[src/rtl/priority_display_pkg.sv]
// Shared definitions for the priority scan display: digit patterns,
// digit-enable encodings, result index width and the binary-to-BCD helper.
package priority_display_pkg;

    localparam int IDX_W = 7;

    typedef enum logic [1:0] {
        DIG_ONES = 2'b01,
        DIG_TENS = 2'b10
    } dig_sel_e;

    // gfedcba, active-high; entry n holds the pattern for digit n
    localparam logic [9:0][6:0] SEG_TABLE = {
        7'b1101111, 7'b1111111, 7'b0000111, 7'b1111101, 7'b1101101,
        7'b1100110, 7'b1001111, 7'b1011011, 7'b0000110, 7'b0111111
    };

    // Repeated subtraction; the index never exceeds 98, so a handful of steps covers it
    function automatic logic [7:0] bin_to_bcd(input logic [IDX_W-1:0] bin);
        logic [3:0]       tens;
        logic [IDX_W-1:0] rem;
        tens = '0;
        rem  = bin;
        for (int i = 0; i < 12; i++) begin
            if (rem >= IDX_W'(10)) begin
                rem  = rem - IDX_W'(10);
                tens = tens + 4'd1;
            end
        end
        return {tens, rem[3:0]};
    endfunction

endpackage

[src/rtl/seg7_decoder.sv]
// BCD digit to gfedcba seven-segment pattern; any code above 9 blanks the digit.
module seg7_decoder
    import priority_display_pkg::*;
(
    input  logic [3:0] i_bcd,
    output logic [6:0] o_seg
);

    always_comb begin
        o_seg = '0;
        if (i_bcd <= 4'd9) begin
            o_seg = SEG_TABLE[i_bcd];
        end
    end

endmodule

[src/rtl/priority_scan_display.sv]
// Priority encoder over registered request bits with live/capture result register,
// change pulse, and a two-digit multiplexed seven-segment readout of the index.
module priority_scan_display
    import priority_display_pkg::*;
#(
    parameter int WIDTH     = 16,
    parameter int SCAN_DIV  = 1024,
    parameter bit MSB_FIRST = 1'b1
) (
    input  logic             clk,
    input  logic             rst,
    input  logic [WIDTH-1:0] data,
    input  logic             capture_mode,
    input  logic             capture,
    input  logic             clear,
    output logic [IDX_W-1:0] index,
    output logic             none,
    output logic             changed,
    output logic [6:0]       segments,
    output logic             dp,
    output logic [1:0]       digit_sel
);

    logic [WIDTH-1:0] r_data_q;
    logic [IDX_W-1:0] r_index;
    logic             r_none;
    logic             r_changed;
    logic [15:0]      r_scan_cnt;
    dig_sel_e         r_digit_sel;
    logic [6:0]       r_segments;
    logic             r_dp;

    logic             w_found;
    logic [IDX_W-1:0] w_win_idx;
    logic             w_next_none;
    logic [IDX_W-1:0] w_next_idx;
    logic             w_scan_wrap;
    dig_sel_e         w_sel_next;
    logic [7:0]       w_bcd;
    logic             w_blank;
    logic [3:0]       w_dec_in;
    logic [6:0]       w_seg;

    always_comb begin
        w_found   = 1'b0;
        w_win_idx = '0;
        for (int i = 0; i < WIDTH; i++) begin
            if (MSB_FIRST) begin
                if (r_data_q[i]) begin
                    w_found   = 1'b1;
                    w_win_idx = IDX_W'(i);
                end
            end else if (r_data_q[WIDTH-1-i]) begin
                w_found   = 1'b1;
                w_win_idx = IDX_W'(WIDTH-1-i);
            end
        end
    end

    // Clear beats both capture and live loading; capture_mode acts combinationally
    always_comb begin
        w_next_none = r_none;
        w_next_idx  = r_index;
        if (clear) begin
            w_next_none = 1'b1;
            w_next_idx  = '0;
        end else if (!capture_mode || capture) begin
            w_next_none = !w_found;
            w_next_idx  = w_win_idx;
        end
    end

    assign w_scan_wrap = (r_scan_cnt == 16'(SCAN_DIV - 1));

    always_comb begin
        w_sel_next = r_digit_sel;
        if (w_scan_wrap) begin
            w_sel_next = (r_digit_sel == DIG_ONES) ? DIG_TENS : DIG_ONES;
        end
    end

    // Display registers are built from the digit about to be enabled so they move together
    assign w_bcd    = bin_to_bcd(r_index);
    assign w_blank  = r_none || ((w_sel_next == DIG_TENS) && (w_bcd[7:4] == 4'd0));
    assign w_dec_in = w_blank ? 4'hF : ((w_sel_next == DIG_ONES) ? w_bcd[3:0] : w_bcd[7:4]);

    seg7_decoder u_seg7_decoder (
        .i_bcd (w_dec_in),
        .o_seg (w_seg)
    );

    always_ff @(posedge clk) begin
        if (rst) begin
            r_data_q    <= '0;
            r_none      <= 1'b1;
            r_index     <= '0;
            r_changed   <= 1'b0;
            r_scan_cnt  <= '0;
            r_digit_sel <= DIG_ONES;
            r_segments  <= '0;
            r_dp        <= 1'b1;
        end else begin
            r_data_q    <= data;
            r_none      <= w_next_none;
            r_index     <= w_next_idx;
            r_changed   <= ({w_next_none, w_next_idx} != {r_none, r_index});
            r_scan_cnt  <= w_scan_wrap ? 16'd0 : r_scan_cnt + 16'd1;
            r_digit_sel <= w_sel_next;
            r_segments  <= w_seg;
            r_dp        <= r_none && (w_sel_next == DIG_ONES);
        end
    end

    assign index     = r_index;
    assign none      = r_none;
    assign changed   = r_changed;
    assign segments  = r_segments;
    assign dp        = r_dp;
    assign digit_sel = r_digit_sel;

endmodule

[config.mk]
export PLATFORM = sky130hd
export DESIGN_NAME = priority_scan_display
export DESIGN_NICKNAME = d
export VERILOG_FILES = /design/src/rtl/priority_display_pkg.sv /design/src/rtl/seg7_decoder.sv /design/src/rtl/priority_scan_display.sv
export SDC_FILE = /design/constraint.sdc
export NUM_CORES = 1
export LEC_CHECK = 0
export ABC_AREA = 1
export BUFFER_PORTS_ARGS = -buffer_cell sky130_fd_sc_hd__buf_4
export CORE_UTILIZATION = 45
export DETAILED_ROUTE_END_ITERATION = 10
export PLACE_DENSITY = 0.68
export SETUP_SLACK_MARGIN = 0.4
export SYNTH_ARGS = -nofsm -noshare
export SYNTH_HDL_FRONTEND = slang
export SYNTH_SLANG_ARGS = --single-unit
[constraint.sdc]
create_clock -name clk -period 11.46 [get_ports clk]
set_input_delay 2.292 -clock clk [delete_from_list [all_inputs] [get_ports clk]]
set_output_delay 2.292 -clock clk [all_outputs]
set_load 0.05 [all_outputs]
==> results of run 1 <==
## kinds of logic after synthesis
logic type | share of synthesized area, %
AND/OR/NAND/NOR | 50.5
buffers and inverters | 11.7
AO/OA/AOI/OAI | 8.80
flip-flops | 18.3
adder cells (fa/ha/maj) | 6.96
XOR/XNOR | 3.70
## cell type report
cell class / count / area, um2
Clock buffer: 6 / 139
Clock inverter: 2 / 38.8
Fill cell: 1056 / 4720
Inverter: 155 / 609
Multi-Input combinational cell: 658 / 4460
Sequential cell: 51 / 1030
Tap cell: 168 / 210
Timing Repair Buffer: 112 / 852
## flip-flops by register name, summed over array words and instances (netlist names)
name,cells
r_data_q,16
r_scan_cnt,16
index,7
segments,7
digit_sel,2
changed,1
dp,1
none,1
## metrics by stage
stage | TNS (ns) | area [um2]
finish | 0 | 7340
CTS | 0 | 6480
global placement | 0 | 6150
detailed placement | -0.400 | 6150
global route | 0 | 7340
floorplan | 0 | 5620
## final timing paths
kind / endpoint / slack [ns] / cells after the start
worst max-delay path: segments[2] / 0.76 / 108
worst min-delay path: r_scan_cnt[0] / 0.46 / 1
worst max register to register: segments[2] / 0.76 / 108
worst min register to register: r_scan_cnt[0] / 0.46 / 1
## placed cells by master (no fill, tap or decap), types with 3 or more instances in the layout
cell,count
o21ai_0,17
ha_1,14
inv_1,113
o21bai_1,3
nor2_1,81
nand3b_1,7
xor2_1,13
dfxtp_1,46
a21oi_1,16
buf_6,3
inv_2,31
clkbuf_16,5
nor2_2,8
nor3b_1,6
o21ai_2,4
nand2_4,45
nand3_2,16
a21oi_2,11
o21a_1,5
nor3_1,9
dfxtp_2,3
nor2_4,15
or2_2,3
a31oi_1,5
o21ai_1,6
buf_4,109
xnor2_1,7
nand3_1,53
nand3_4,9
ha_4,17
o211ai_1,3
nand2_1,166
inv_4,8
nand2_2,68
nand4_1,32
nor4_1,4
## layer usage
metal | GRT usage [%] | vias to the layer above | share of wire, %
li1 | - | 3008 | -
met1 | 23.9 | 2495 | 47
met2 | 32.6 | 87 | 49
met3 | 2.52 | 15 | 3.6
met4 | 2.63 | 0 | 0.94
met5 | 0 | - | 0
## critical path: cells and delay by family, from the launching register on
kind / cells / cell delay (ns)
and+or+nand+nor: 76 / 7.17
adders and majority gates: 13 / 1.97
DFF: 1 / 0.36
AOI/OAI and AO/OA: 1 / 0.12
buffers and inverters: 18 / 0.99
## what timing repair did
item / in CTS / in global routing
buffers inserted: 18 / 43
gates resized for setup: 8 / 137
endpoints found under the setup margin: 7 / 7
gates cloned: 0 / 0
pin swaps: 18 / 78
hold buffers: 0 / 0
==> flow_metrics.env, run 1 <==
export IMPL_drv_cap=0
export IMPL_ys_warn_count=0
export IMPL_slew_limit_headroom_pct=61.2
export IMPL_worstMarginPinSlew_ns=0.576
export IMPL_syn_nets=924
export IMPL_drcViolationCount=0
export IMPL_outcome="finished clean"
export IMPL_synth_edf_count=0
export IMPL_path_clk_slew_ns=0.07
export IMPL_syn_area_per_cell_um2=6.39
export IMPL_crit_fanout=7
export IMPL_synth_seq_cells=51
export IMPL_setup_viol=0
export IMPL_syn_area_um2=5570
export IMPL_drt_iter0_drc=281
export IMPL_synthCells=872
export IMPL_vias_per_cell=4.87
export IMPL_die_height_um=113
export IMPL_synth_largest_area_cell="dfxtp_1"
export IMPL_finalNetCount=1035
export IMPL_synth_common_cells="nand2_1, inv_1, nor2_1"
export IMPL_fin_ws_ns=0.764
export IMPL_antenna_found_initial=0
export IMPL_tritoncts="built"
export IMPL_yosysTopAreaCellShare_pct=18.3
export IMPL_via_count=5605
export IMPL_root_buffer="clkbuf_16"
export IMPL_synthToLayoutAreaGrowth_pct=31.7
export IMPL_grt_overflow=0
export IMPL_worst_hold_path_type="reg2reg"
export IMPL_grt_max_degree=27
export IMPL_skew_ns=0.00503
export IMPL_startpoint_type="register"
export IMPL_grt_pass1_vias=4838
export IMPL_cpPeakStageDelay_ns=0.36
export IMPL_required_ns=11.69
export IMPL_worst_setup_path_type="reg2reg"
export IMPL_dp_hpwl_um=8930
export IMPL_cts_buffer_depth=2
export IMPL_slew_violations=0
export IMPL_routed_wl_um=12800
export IMPL_pre_cts_ws_ns=-0.0681
export IMPL_n_antenna_cell=0
export IMPL_cts_buffers=5
export IMPL_post_route_period_util_pct=93.3
export IMPL_final_core_util_pct=60.9
export IMPL_grt_util_all_layers_pct=18.3
export IMPL_placed_cells=1083
export IMPL_end_kind="register"
export IMPL_die_area_um2=12800
export IMPL_reg2reg_from="index[2]"
export IMPL_ys_top_cells_by_area="dfxtp_1, nand2_1, inv_1"
export IMPL_htreeDepth=2
export IMPL_wire_per_inst_um=11.1
export IMPL_place_congestion=0.845
export IMPL_hold_viol_final=0
export IMPL_io_buffers=39
export IMPL_antenna_left=0
export IMPL_holdWs_ns=0.458
export IMPL_fin_cells=1152
export IMPL_io_pins=40
export IMPL_rows=40
export IMPL_dieWidth_um=113
export IMPL_finalCriticalPeriod_ns=10.70
export IMPL_min_from="r_scan_cnt[0]"
export IMPL_drive_above_1_share_pct=37.4
export IMPL_initial_utilization_pct=46.2
export IMPL_crit_start="index[2]"
export IMPL_fmax_ghz=0.0935
export IMPL_dr_pass1_iters=5
export IMPL_clk_latency_ns=0.29
export IMPL_grt_pass1_wl_um=20200
export IMPL_rsz0062_at_grt="no"
export IMPL_cts_sinks=51
export IMPL_async_flop_share_pct=0
export IMPL_cp_arrival_ns=10.92
export IMPL_cp_slowest_cell="dfxtp_4"
export IMPL_coreArea_um2=12100
export IMPL_synth_flop_cell="dfxtp_1"
export IMPL_ys_seq_area_share_pct=18.3
export IMPL_yosys_cell_count_top_type="nand2_1"
export IMPL_ys_types=46
Power of run 1 is not shown: default switching activity piles up to over one toggle a cycle in this logic, so the estimate is an artifact.
==> run 2: changes to the inputs <==
CORE_ASPECT_RATIO = 0.8   (was default)
==> run 2 against run 1 <==
Against the previous run:
- register-to-register slack gained 0.09 ns
- critical path depth shrank 2
- via count grew 1.4%
- die area is essentially flat
- setup slack gained 0.089 ns
- first-iteration DRC count shrank 0.71%
- flip-flop and latch count is the same
- critical path type unchanged
- maximum frequency grew 0.84%
- clock-buffer cell count is the same
==> flow_metrics.env, run 2 (synthesized netlist as in run 1, its figures left out) <==
export IMPL_outcome="finished clean"
export IMPL_antenna_left=0
export IMPL_crit_start="index[2]"
export IMPL_slew_limit_headroom_pct=61.7
export IMPL_fmax_ghz=0.0943
export IMPL_final_cell_mix="nand2_1, buf_4, inv_1, nor2_1, nand2_2"
export IMPL_finalCriticalPeriod_ns=10.61
export IMPL_worstMarginPinSlew_ns=0.568
export IMPL_grt_overflow=0
export IMPL_area_sequential_um2=1030
export IMPL_holdWs_ns=0.470
export IMPL_dieWidth_um=126
export IMPL_die_height_um=102
export IMPL_root_buffer="clkbuf_16"
export IMPL_crit_fanout=7
export IMPL_drive_above_1_share_pct=37.8
export IMPL_drt_iter0_drc=279
export IMPL_dp_hpwl_um=9360
export IMPL_rsz0062_at_grt="no"
export IMPL_io_buffers=39
export IMPL_reg_largest_list="r_data_q: 16 flops, r_scan_cnt: 16 flops"
export IMPL_cts_buffer_depth=2
export IMPL_skew_ns=0.00625
export IMPL_via_count=5682
export IMPL_setup_viol=0
export IMPL_clk_latency_ns=0.29
export IMPL_cts_buffers=5
export IMPL_io_pins=40
export IMPL_grt_pass1_vias=4821
export IMPL_dr_pass1_iters=5
export IMPL_cpMostUsedCell="nand2_2"
export IMPL_vias_per_cell=4.95
export IMPL_drcViolationCount=0
export IMPL_multi_input_area_um2=4370
export IMPL_routed_wl_um=13500
export IMPL_initial_utilization_pct=47.3
export IMPL_place_congestion=0.830
export IMPL_synthToLayoutAreaGrowth_pct=31.1
export IMPL_final_common_cell="nand2_1"
export IMPL_grt_pass1_wl_um=20900
export IMPL_post_route_period_util_pct=92.6
export IMPL_tritoncts="built"
export IMPL_grt_max_degree=27
export IMPL_pre_cts_ws_ns=-0.305
export IMPL_cts_sinks=51
export IMPL_htreeDepth=2
export IMPL_startpoint_type="register"
export IMPL_cp_slowest_cell="dfxtp_4"
export IMPL_reg2reg_from="index[2]"
export IMPL_path_clk_slew_ns=0.07
export IMPL_n_antenna_cell=0
export IMPL_min_from="r_scan_cnt[0]"
export IMPL_finalNetCount=1050
export IMPL_antenna_found_initial=0
export IMPL_hold_viol_final=0
export IMPL_drv_cap=0
export IMPL_worst_hold_path_type="reg2reg"
export IMPL_slew_violations=0
export IMPL_cpPeakStageDelay_ns=0.35
export IMPL_grt_util_all_layers_pct=19.1
export IMPL_required_ns=11.68
export IMPL_worst_setup_path_type="reg2reg"
export IMPL_end_kind="register"
export IMPL_die_area_um2=12800
export IMPL_fin_ws_ns=0.853
export IMPL_wire_per_inst_um=11.7
export IMPL_cp_arrival_ns=10.83
export IMPL_rows=35
export IMPL_fillers=1041
export IMPL_coreArea_um2=11800
-- run 2: changes by cell type in the layout (fill, tap and decap cells not counted), sizes merged --
cell      change
buf          +15
bufinv        -1
clkinvlp      +1
-- run 2: critical path: cells and delay by family (launching register included) --
| family | cells | cell delay, ns |
|---|---|---|
| flops | 1 | 0.35 |
| compound gates | 2 | 0.18 |
| buf+inv | 18 | 1.23 |
| fa+ha+maj | 13 | 2.02 |
| simple gates | 73 | 6.76 |
-- run 2: path summary, 6_finish.rpt --
kind                                       to  slack (ns)  cells after the start
worst max-delay path              segments[1]        0.85                    106
worst min-delay path            r_scan_cnt[0]        0.47                      1
worst max register to register    segments[1]        0.85                    106
worst min register to register  r_scan_cnt[0]        0.47                      1
-- run 2: cell type report --
| cell class | instances | share of cell area (%) |
|---|---|---|
| Clock buffer | 6 | 1.76 |
| Timing Repair Buffer | 127 | 13.3 |
| Inverter | 155 | 8.24 |
| Tap cell | 148 | 2.54 |
| Multi-Input combinational cell | 658 | 59.8 |
| Clock inverter | 2 | 0.223 |
| Sequential cell | 51 | 14.1 |
-- run 2: what timing repair did --
action / in CTS / in global routing
setup endpoints to repair: 7 / 7
hold buffers: 0 / 0
resized for setup: 16 / 113
pin swaps: 32 / 68
setup buffers: 33 / 44
-- run 2: through the flow --
stage                     cells  instance area, um2  TNS [ns]  utilization (%)
final                      1147                7300         0             62.0
after global routing       1147                7300         0             62.0
after CTS                  1103                6560         0             55.7
after detailed placement   1062                6110     -2.02             51.9
after global placement     1062                6110    -0.648             51.9
after floorplan             872                5620         0                -
-- run 2: routing by layer --
metal | vias to the layer above | GRT usage, % | wire length [um]
met5 | - | 0 | 0
met4 | 0 | 2.04 | 67
met3 | 8 | 3.33 | 417
met2 | 82 | 31.9 | 6340
met1 | 2570 | 26.5 | 6650
li1 | 3022 | - | -
Power of run 2 is left out for the same reason.
==> run 3: changes to the inputs <==
CTS_BUF_LIST = sky130_fd_sc_hd__clkbuf_4 sky130_fd_sc_hd__clkbuf_8 sky130_fd_sc_hd__clkbuf_16   (was default)
==> run 3 against run 2 <==
Against the previous run:
- register-to-register slack barely moved
- final area hardly changed
- critical path type unchanged
- non-clock buffer count unchanged
- sequential share of layout area about the same
- critical path depth unchanged
- routed wire length hardly changed
- highest routed layer unchanged
==> flow_metrics.env, run 3 (synthesized netlist as in run 1, its figures left out) <==
export IMPL_outcome="finished clean"
export IMPL_root_buffer="clkbuf_16"
export IMPL_final_common_cell="nand2_1"
export IMPL_n_antenna_cell=0
export IMPL_hold_depth=1
export IMPL_reg_largest_list="r_data_q: 16 flops, r_scan_cnt: 16 flops"
export IMPL_cts_sinks=51
export IMPL_tritoncts="built"
export IMPL_grt_util_all_layers_pct=19.1
export IMPL_required_ns=11.68
export IMPL_vias_per_cell=4.96
export IMPL_hold_buffers=0
export IMPL_rsz0062_at_grt="no"
export IMPL_worst_hold_path_type="reg2reg"
export IMPL_final_core_util_pct=62.0
export IMPL_path_clk_slew_ns=0.07
export IMPL_setup_viol=0
export IMPL_clk_latency_ns=0.29
export IMPL_hold_viol_final=0
export IMPL_die_area_um2=12800
export IMPL_routed_wl_um=13500
export IMPL_multi_input_area_um2=4370
export IMPL_cts_buffers=5
export IMPL_cp_slowest_cell="dfxtp_4"
export IMPL_cp_arrival_ns=10.83
export IMPL_synthToLayoutAreaGrowth_pct=31.1
export IMPL_slew_limit_headroom_pct=61.7
export IMPL_grt_overflow=0
export IMPL_dieWidth_um=126
export IMPL_cpMostUsedCell="nand2_2"
export IMPL_startpoint_type="register"
export IMPL_fmax_ghz=0.0943
export IMPL_initial_utilization_pct=47.3
export IMPL_io_buffers=39
export IMPL_grt_pass1_wl_um=20900
export IMPL_htreeDepth=2
export IMPL_end_kind="register"
export IMPL_rows=35
export IMPL_finalCriticalPeriod_ns=10.61
export IMPL_dr_pass1_iters=5
export IMPL_antenna_left=0
export IMPL_finalNetCount=1050
export IMPL_cpPeakStageDelay_ns=0.35
export IMPL_die_height_um=102
export IMPL_antenna_found_initial=0
export IMPL_post_route_period_util_pct=92.6
export IMPL_slew_violations=0
export IMPL_place_congestion=0.830
export IMPL_drv_cap=0
export IMPL_drive_above_1_share_pct=37.9
export IMPL_wire_per_inst_um=11.8
export IMPL_cts_buffer_depth=2
export IMPL_r2r_cells=106
export IMPL_grt_max_degree=27
export IMPL_skew_ns=0.00617
export IMPL_io_pins=40
export IMPL_worst_setup_path_type="reg2reg"
export IMPL_drt_iter0_drc=279
export IMPL_grt_pass1_vias=4821
export IMPL_worstMarginPinSlew_ns=0.568
export IMPL_crit_fanout=7
export IMPL_area_sequential_um2=1030
export IMPL_final_cell_mix="nand2_1, buf_4, inv_1, nor2_1, nand2_2"
export IMPL_fillers=1040
export IMPL_coreArea_um2=11800
export IMPL_via_count=5684
export IMPL_drcViolationCount=0
export IMPL_dp_hpwl_um=9360
## run 3: layout make-up
class	instances	share of cell area (%)
Timing Repair Buffer	127	13.3
Sequential cell	51	14.1
Inverter	155	8.23
Clock buffer	6	1.81
Clock inverter	2	0.223
Tap cell	148	2.53
Multi-Input combinational cell	658	59.8
## run 3: through the flow
step                worst slack (ns)  setup TNS [ns]  instances  hold WS, ns  area (um2)
finish                         0.852               0       1147        0.470        7310
global route                   0.122               0       1147        0.498        7310
CTS                            0.402               0       1103        0.477        6560
detailed placement            -0.305           -2.02       1062        0.462        6110
global placement              -0.113          -0.648       1062        0.447        6110
floorplan                      0.400               0        872        0.430        5620
## run 3: metal layers
layer	part of all wire, %	up-vias	GRT usage [%]
li1	-	3022	-
met1	49	2575	26.5
met2	47	79	31.9
met3	3.0	8	3.33
met4	0.50	0	2.04
met5	0	-	0
## run 3: path summary, 6_finish.rpt
check / startpoint / endpoint / slack [ns]
worst min-delay path: r_scan_cnt[0] / r_scan_cnt[0] / 0.47
worst max register to register: index[2] / segments[1] / 0.85
worst max-delay path: index[2] / segments[1] / 0.85
worst min register to register: r_scan_cnt[0] / r_scan_cnt[0] / 0.47
## run 3: timing repair
action	CTS	global route
setup buffers	33	44
setup endpoints to repair	7	7
cloned	0	0
pin swaps	32	68
resized for setup	16	113
## run 3: critical path: cells and delay by family, from the launching register on
| kind | cells | cell delay (ns) |
|---|---|---|
| buffers and inverters | 18 | 1.24 |
| DFF | 1 | 0.35 |
| and+or+nand+nor | 73 | 6.76 |
| adders and majority gates | 13 | 2.02 |
| AOI/OAI and AO/OA | 2 | 0.18 |
Power of run 3 is left out for the same reason.
